## config.mk

```make
export PLATFORM = sky130hd
export DESIGN_NAME = serial_demux_n
export DESIGN_NICKNAME = d
export VERILOG_FILES = /design/src/rtl/serial_demux_n.sv
export SDC_FILE = /design/constraint.sdc
export NUM_CORES = 1
export LEC_CHECK = 0
export ABC_CLOCK_PERIOD_IN_PS = 2300
export CAP_MARGIN = 20
export CORE_ASPECT_RATIO = 1.1
export CORE_UTILIZATION = 35
export DETAILED_ROUTE_END_ITERATION = 6
export HOLD_SLACK_MARGIN = 0.06
export SYNTH_ARGS = -nofsm -noshare
export SYNTH_HDL_FRONTEND = slang
export SYNTH_SLANG_ARGS = --single-unit
```

## constraint.sdc

```tcl
create_clock -name clk -period 2.3 [get_ports clk]
set_input_delay 0.345 -clock clk [delete_from_list [all_inputs] [get_ports clk]]
set_output_delay 0.345 -clock clk [all_outputs]
set_load 0.05 [all_outputs]
```

## src/rtl/serial_demux_n.sv

```systemverilog
// rtl/serial_demux_n.sv - framed serial-to-parallel channel demultiplexer with remaining-count display
//
// Purpose:
//   Decodes a framed bit stream (start bit, channel address, length, payload)
//   arriving on serIn. Payload bits are steered to the addressed channel
//   output. The number of payload bits still to come is shown on a
//   seven-segment display. All state advances only on clock edges where
//   clkEn is high, so the bit rate is set by clkEn.
//
// Ports:
//   clk         in   system clock, rising edge
//   rst         in   asynchronous active-low reset
//   clkEn       in   bit-rate enable
//   serIn       in   serial frame input, idles at IDLE_LVL
//   p           out  NUM_CH channel outputs; p[chSel] = serIn during payload
//   serOutValid out  high while the payload is being delivered
//   done        out  high while in the one-enabled-cycle DONE state
//   chSel       out  address of the current/last frame (updated once the address is complete)
//   cntRem      out  remaining payload bits
//   ssdOut      out  active-high segments {g,f,e,d,c,b,a} for the low nibble of cntRem

module serial_demux_n #(
  parameter int ADDR_W    = 2,
  parameter int CNT_W     = 4,
  parameter int MSB_FIRST = 1,
  parameter int IDLE_LVL  = 1
) (
  input  logic                 clk,
  input  logic                 rst,
  input  logic                 clkEn,
  input  logic                 serIn,
  output logic [2**ADDR_W-1:0] p,
  output logic                 serOutValid,
  output logic                 done,
  output logic [ADDR_W-1:0]    chSel,
  output logic [CNT_W-1:0]     cntRem,
  output logic [6:0]           ssdOut
);

  localparam int NUM_CH = 2**ADDR_W;

  // One counter serves both header fields, so it must reach the longer one.
  localparam int FIELD_MAX = (ADDR_W > CNT_W) ? ADDR_W : CNT_W;
  localparam int BC_W      = $clog2(FIELD_MAX + 1);

  localparam logic [BC_W-1:0]  ADDR_LAST = BC_W'(ADDR_W - 1);
  localparam logic [BC_W-1:0]  LEN_LAST  = BC_W'(CNT_W - 1);
  localparam logic [CNT_W-1:0] CNT_ONE   = CNT_W'(1);
  localparam logic             START_BIT = (IDLE_LVL == 0) ? 1'b1 : 1'b0;

  typedef enum logic [2:0] {
    S_IDLE,
    S_ADDR,
    S_LEN,
    S_PAYLOAD,
    S_DONE
  } state_t;

  state_t              state;
  state_t              state_nx;
  logic [BC_W-1:0]     bit_cnt;
  logic [BC_W-1:0]     bit_cnt_nx;
  logic [ADDR_W-1:0]   addr_sh;
  logic [ADDR_W-1:0]   addr_nx;
  logic [ADDR_W-1:0]   addr_shift;
  logic [ADDR_W-1:0]   ch_nx;
  logic [CNT_W-1:0]    cnt_nx;
  logic [CNT_W-1:0]    len_shift;
  logic [3:0]          nibble;

  // Field assembly: MSB-first shifts left inserting at bit 0,
  // LSB-first shifts right inserting at the top bit. The length is
  // assembled directly in cntRem so it is ready when the payload starts.
  always_comb begin
    if (MSB_FIRST != 0) begin
      addr_shift = (addr_sh << 1) | ADDR_W'(serIn);
      len_shift  = (cntRem << 1) | CNT_W'(serIn);
    end else begin
      addr_shift = (addr_sh >> 1) | (ADDR_W'(serIn) << (ADDR_W - 1));
      len_shift  = (cntRem >> 1) | (CNT_W'(serIn) << (CNT_W - 1));
    end
  end

  // State and datapath registers; nothing moves without clkEn.
  always_ff @(posedge clk or negedge rst) begin
    if (!rst) begin
      state   <= S_IDLE;
      bit_cnt <= '0;
      addr_sh <= '0;
      chSel   <= '0;
      cntRem  <= '0;
    end else if (clkEn) begin
      state   <= state_nx;
      bit_cnt <= bit_cnt_nx;
      addr_sh <= addr_nx;
      chSel   <= ch_nx;
      cntRem  <= cnt_nx;
    end
  end

  // Next-state, next-datapath and frame outputs.
  always_comb begin
    state_nx    = state;
    bit_cnt_nx  = bit_cnt;
    addr_nx     = addr_sh;
    ch_nx       = chSel;
    cnt_nx      = cntRem;
    p           = '0;
    serOutValid = 1'b0;
    done        = 1'b0;

    case (state)
      S_IDLE: begin
        if (serIn == START_BIT) begin
          state_nx   = S_ADDR;
          bit_cnt_nx = '0;
        end
      end

      S_ADDR: begin
        addr_nx = addr_shift;
        if (bit_cnt == ADDR_LAST) begin
          // chSel is published only once the whole address is in, so the
          // previous frame's channel stays visible while the address shifts.
          ch_nx      = addr_shift;
          bit_cnt_nx = '0;
          state_nx   = S_LEN;
        end else begin
          bit_cnt_nx = bit_cnt + BC_W'(1);
        end
      end

      S_LEN: begin
        cnt_nx = len_shift;
        if (bit_cnt == LEN_LAST) begin
          bit_cnt_nx = '0;
          state_nx   = (len_shift == '0) ? S_DONE : S_PAYLOAD;
        end else begin
          bit_cnt_nx = bit_cnt + BC_W'(1);
        end
      end

      S_PAYLOAD: begin
        // The channel output is a straight combinational path from serIn,
        // so it tracks serIn even between enables.
        serOutValid = 1'b1;
        p[chSel]    = serIn;
        // Saturating decrement: the last bit lands on zero and never wraps.
        if (cntRem <= CNT_ONE) begin
          cnt_nx   = '0;
          state_nx = S_DONE;
        end else begin
          cnt_nx = cntRem - CNT_ONE;
        end
      end

      S_DONE: begin
        // serIn is deliberately ignored here; a new frame needs a start
        // bit seen from IDLE.
        done     = 1'b1;
        state_nx = S_IDLE;
      end

      default: begin
        state_nx = S_IDLE;
      end
    endcase
  end

  // Seven-segment decode of the low nibble of cntRem, {g,f,e,d,c,b,a}.
  always_comb begin
    nibble = 4'(cntRem);
    case (nibble)
      4'h0:    ssdOut = 7'h3F;
      4'h1:    ssdOut = 7'h06;
      4'h2:    ssdOut = 7'h5B;
      4'h3:    ssdOut = 7'h4F;
      4'h4:    ssdOut = 7'h66;
      4'h5:    ssdOut = 7'h6D;
      4'h6:    ssdOut = 7'h7D;
      4'h7:    ssdOut = 7'h07;
      4'h8:    ssdOut = 7'h7F;
      4'h9:    ssdOut = 7'h6F;
      4'hA:    ssdOut = 7'h77;
      4'hB:    ssdOut = 7'h7C;
      4'hC:    ssdOut = 7'h39;
      4'hD:    ssdOut = 7'h5E;
      4'hE:    ssdOut = 7'h79;
      default: ssdOut = 7'h71;
    endcase
  end

endmodule
```

==> results by group <==
Clocking
  • Clock sink total: 13
  • CTS tree: built
  • Post-CTS Repair Setup Buffers: 0
  • CTS clock-pin slew for the worst setup and hold paths: 0.08 ns
  • Latest clock arrival within the worst-skew pair: 0.28 ns
  • Number of buffers inserted during clock tree synthesis: 3
  • Number of levels the H-tree was split into: 1
  • Post_cts resized: 0
  • Max Root-Sink Buffers: 2
  • Number of buffers added to fix hold violations after cts: 0
  • Root Buffer: sky130_fd_sc_hd__clkbuf_4

GRT
  • Maximum number of pins on one net before global-route repair: 18
  • Initial antenna violation count: 0
  • Vias in the first global route: 958
  • GR Overflow Total: 0
  • Global-route wire length before repair: 4.09 mm
  • Aggregate global-route resource usage: 17.1%

Synthesis
  • Synthesized Nets: 137
  • Synthesis Warnings: 0
  • Number of synthesized register bits: 13
  • Simple-Gate Fraction of Synth Area: 22.1%
  • Post-synthesis instance area: 1030 um^2
  • Dominant combinational cell family by area after synthesis: compound AO/OA/AOI/OAI gates
  • Cell count after synthesis: 123
  • Synth cell types: 35
  • Compound-cell area share of the yosys netlist: 22.4%
  • Fraction of synthesized area in multiplexers: 4.38%
  • Post-synthesis adder-cell area fraction: 12.2%
  • Seq/Total Area, Yosys: 31.6%
  • XOR/XNOR Fraction of Synth Area: 0%
  • Mean cell area of the mapped netlist: 8.36 um^2

Floorplan
  • Total die area: 3160 um^2
  • Std-Cell Core Area: 2780 um^2
  • Width of the chip: 53.7 um
  • Site row count: 20
  • Number of primary I/O pins: 23
  • Die extent in y: 58.9 um
  • Starting density of the core: 37.0%

Timing
  • Final hold violations: 0
  • Final critical delay including setup and external delays: 2.18 ns
  • Top achievable clock speed: 459 MHz
  • Worst clock skew on the final layout: 0.00359 ns
  • Smallest setup slack after layout: 0.123 ns
  • Setup_tns: 0 ns
  • Measured slew at the worst slew-check pin: 0.609 ns
  • # setup viols final: 0
  • Tcrit/Tclk final: 94.6%
  • Total count of max-transition violations in the final report: 0
  • Rel. slew slack: 59.2%
  • Unrepaired setup endpoints after global routing: no

Drt
  • Number of optimization iterations in the first detailed-route pass: 4
  • Wirelength per Cell: 13.1 um
  • Routed wire length: 2.37 mm
  • Iteration-0 DRC count of the detailed router: 15
  • Antenna-violating nets left: 0
  • Vias: 1002
  • Post-detailed-route via-to-cell ratio: 5.54
  • Remaining DRCs: 0

Cells and area
  • Leading cell types in the layout, fill and taps excluded: 13 x sky130_fd_sc_hd__nor2_1, 12 x sky130_fd_sc_hd__dfrtp_1, 11 x sky130_fd_sc_hd__buf_12
  • Antenna diodes: 0
  • Most common cell after layout, fill and taps aside: sky130_fd_sc_hd__nor2_1
  • Ratio of cells with drive above 1 in the final layout: 23.6%
  • Area Growth Syn to Fin: 42.1%
  • Core utilization of the finished layout: 52.6%
  • Net total in the final layout: 163
  • Layout filler cell count: 258

Critical path
  • Peak fanout along the critical path: 10
  • Largest stage delay on the critical path: 0.84 ns
  • Endpoint type of the worst setup path: output pin
  • Required time of the critical path: 1.96 ns
  • Slowest cell on the critical path: sky130_fd_sc_hd__clkdlybuf4s50_1
  • Type of the setup path with the least slack: flop to output pin
  • Crit start category: flop
  • Data arrival time at the worst-slack endpoint: 1.83 ns
  • Cell-by-cell listing of the critical path: nor3b_1 > clkdlybuf4s50_1

Placed design
  • Detailed-placement wirelength estimate: 1.82 mm
  • Placer's final routability congestion estimate: 0.821
  • Count of buffers inserted at the top-level ports: 22
  • Minimum setup slack after placement: 0.367 ns

Outcome
  • Run status: finished, final reports clean

Run
  • # Max-Cap Violations: 0

Hold path
  • Hold Path Class: primary input to async pin
## worst paths after layout
check	end	depth (start not counted)	slack (ns)	startpoint
min in group clk	chSel[1]	1	0.51	addr_sh[0]
setup reg to reg	cntRem[1]	6	0.43	cntRem[0]
max in group asynchronous	cntRem[0]	1	1.43	rst
hold reg to reg	chSel[1]	1	0.51	addr_sh[0]
setup / recovery	done	2	0.12	state[0]
hold / removal	state[1]	1	0.44	rst
## metal layers
layer / up-vias / GRT usage (%) / part of all wire, %
met2: 27 / 28.0 / 52
met3: 6 / 2.33 / 3.4
li1: 494 / - / -
met1: 475 / 22.3 / 43
met4: 0 / 6.39 / 1.5
met5: - / 0 / 0
## logic make-up (layout without fill, tap and decap cells)
kind of cell,count (synthesis),count (layout)
AO/OA/AOI/OAI,36,36
adder cells (fa/ha/maj),10,10
buffers and inverters,16,41
flip-flops,13,13
multiplexers,4,4
AND/OR/NAND/NOR,44,44
## sequential cells by signal, indices dropped and copies added (netlist names)
register	cells
chSel	2
addr_sh	1
bit_cnt	3
state	3
cntRem	4
## layout make-up
type                    instances  area [um^2]  share of cell area, %
clock buffers                   4         26.3                   1.80
inverters                      10         37.5                   2.57
multi-input cells              94          659                   45.1
flip-flops and latches         13          327                   22.3
well taps                      33         41.3                   2.83
repair buffers                 27          370                   25.3
## stage by stage
step,hold WS [ns],instance area (um^2),cells
after floorplan,0.0494,1060,123
after global placement,0.486,1430,177
after detailed placement,0.493,1430,177
after CTS,0.460,1460,181
after global routing,0.485,1460,181
final,0.443,1460,181
## synthesized netlist by cell type
library cell                number  area (um^2)
sky130_fd_sc_hd__nand4_1         1         6.26
sky130_fd_sc_hd__a21oi_1        15         75.1
sky130_fd_sc_hd__a21o_1          1         7.51
sky130_fd_sc_hd__o41ai_1         1         8.76
sky130_fd_sc_hd__a31oi_1         2         12.5
sky130_fd_sc_hd__dfrtp_1        13          325
sky130_fd_sc_hd__o2bb2ai_1       1         8.76
sky130_fd_sc_hd__mux2_2          4         45.0
sky130_fd_sc_hd__a211o_1         1         8.76
sky130_fd_sc_hd__ha_1           10          125
sky130_fd_sc_hd__nor3b_1         4         30.0
sky130_fd_sc_hd__o22ai_1         2         12.5
sky130_fd_sc_hd__nor2_1         13         48.8
sky130_fd_sc_hd__a221oi_1        3         26.3
sky130_fd_sc_hd__clkbuf_1        3         11.3
sky130_fd_sc_hd__o21ai_0         4         20.0
sky130_fd_sc_hd__and4_1          1         8.76
sky130_fd_sc_hd__a22o_1          1         8.76
sky130_fd_sc_hd__and3_1          1         6.26
sky130_fd_sc_hd__buf_4           2         15.0
sky130_fd_sc_hd__inv_1          10         37.5
sky130_fd_sc_hd__o21ai_2         1         8.76
sky130_fd_sc_hd__nand2_1        10         37.5
sky130_fd_sc_hd__a211oi_1        1         7.51
sky130_fd_sc_hd__o31a_2          1         10.0
sky130_fd_sc_hd__nor3_1          1         5.00
sky130_fd_sc_hd__nand2b_1        2         12.5
sky130_fd_sc_hd__buf_6           1         11.3
sky130_fd_sc_hd__o211ai_1        1         7.51
sky130_fd_sc_hd__or3_4           1         11.3
sky130_fd_sc_hd__nor4_1          3         18.8
sky130_fd_sc_hd__and3b_1         1         8.76
sky130_fd_sc_hd__a22oi_1         1         7.51
sky130_fd_sc_hd__nor2b_1         3         18.8
sky130_fd_sc_hd__nand3_1         3         15.0
## worst max-delay path, delay by kind of cell, from the launching register on
| family | cells | cell delay [ns] |
|---|---|---|
| DFF | 1 | 0.48 |
| buffers and inverters | 1 | 0.84 |
| and+or+nand+nor | 1 | 0.24 |
Power is left out: the tool's default activity adds up to more than one toggle a clock period on the data nets, which glitch-free logic cannot reach.
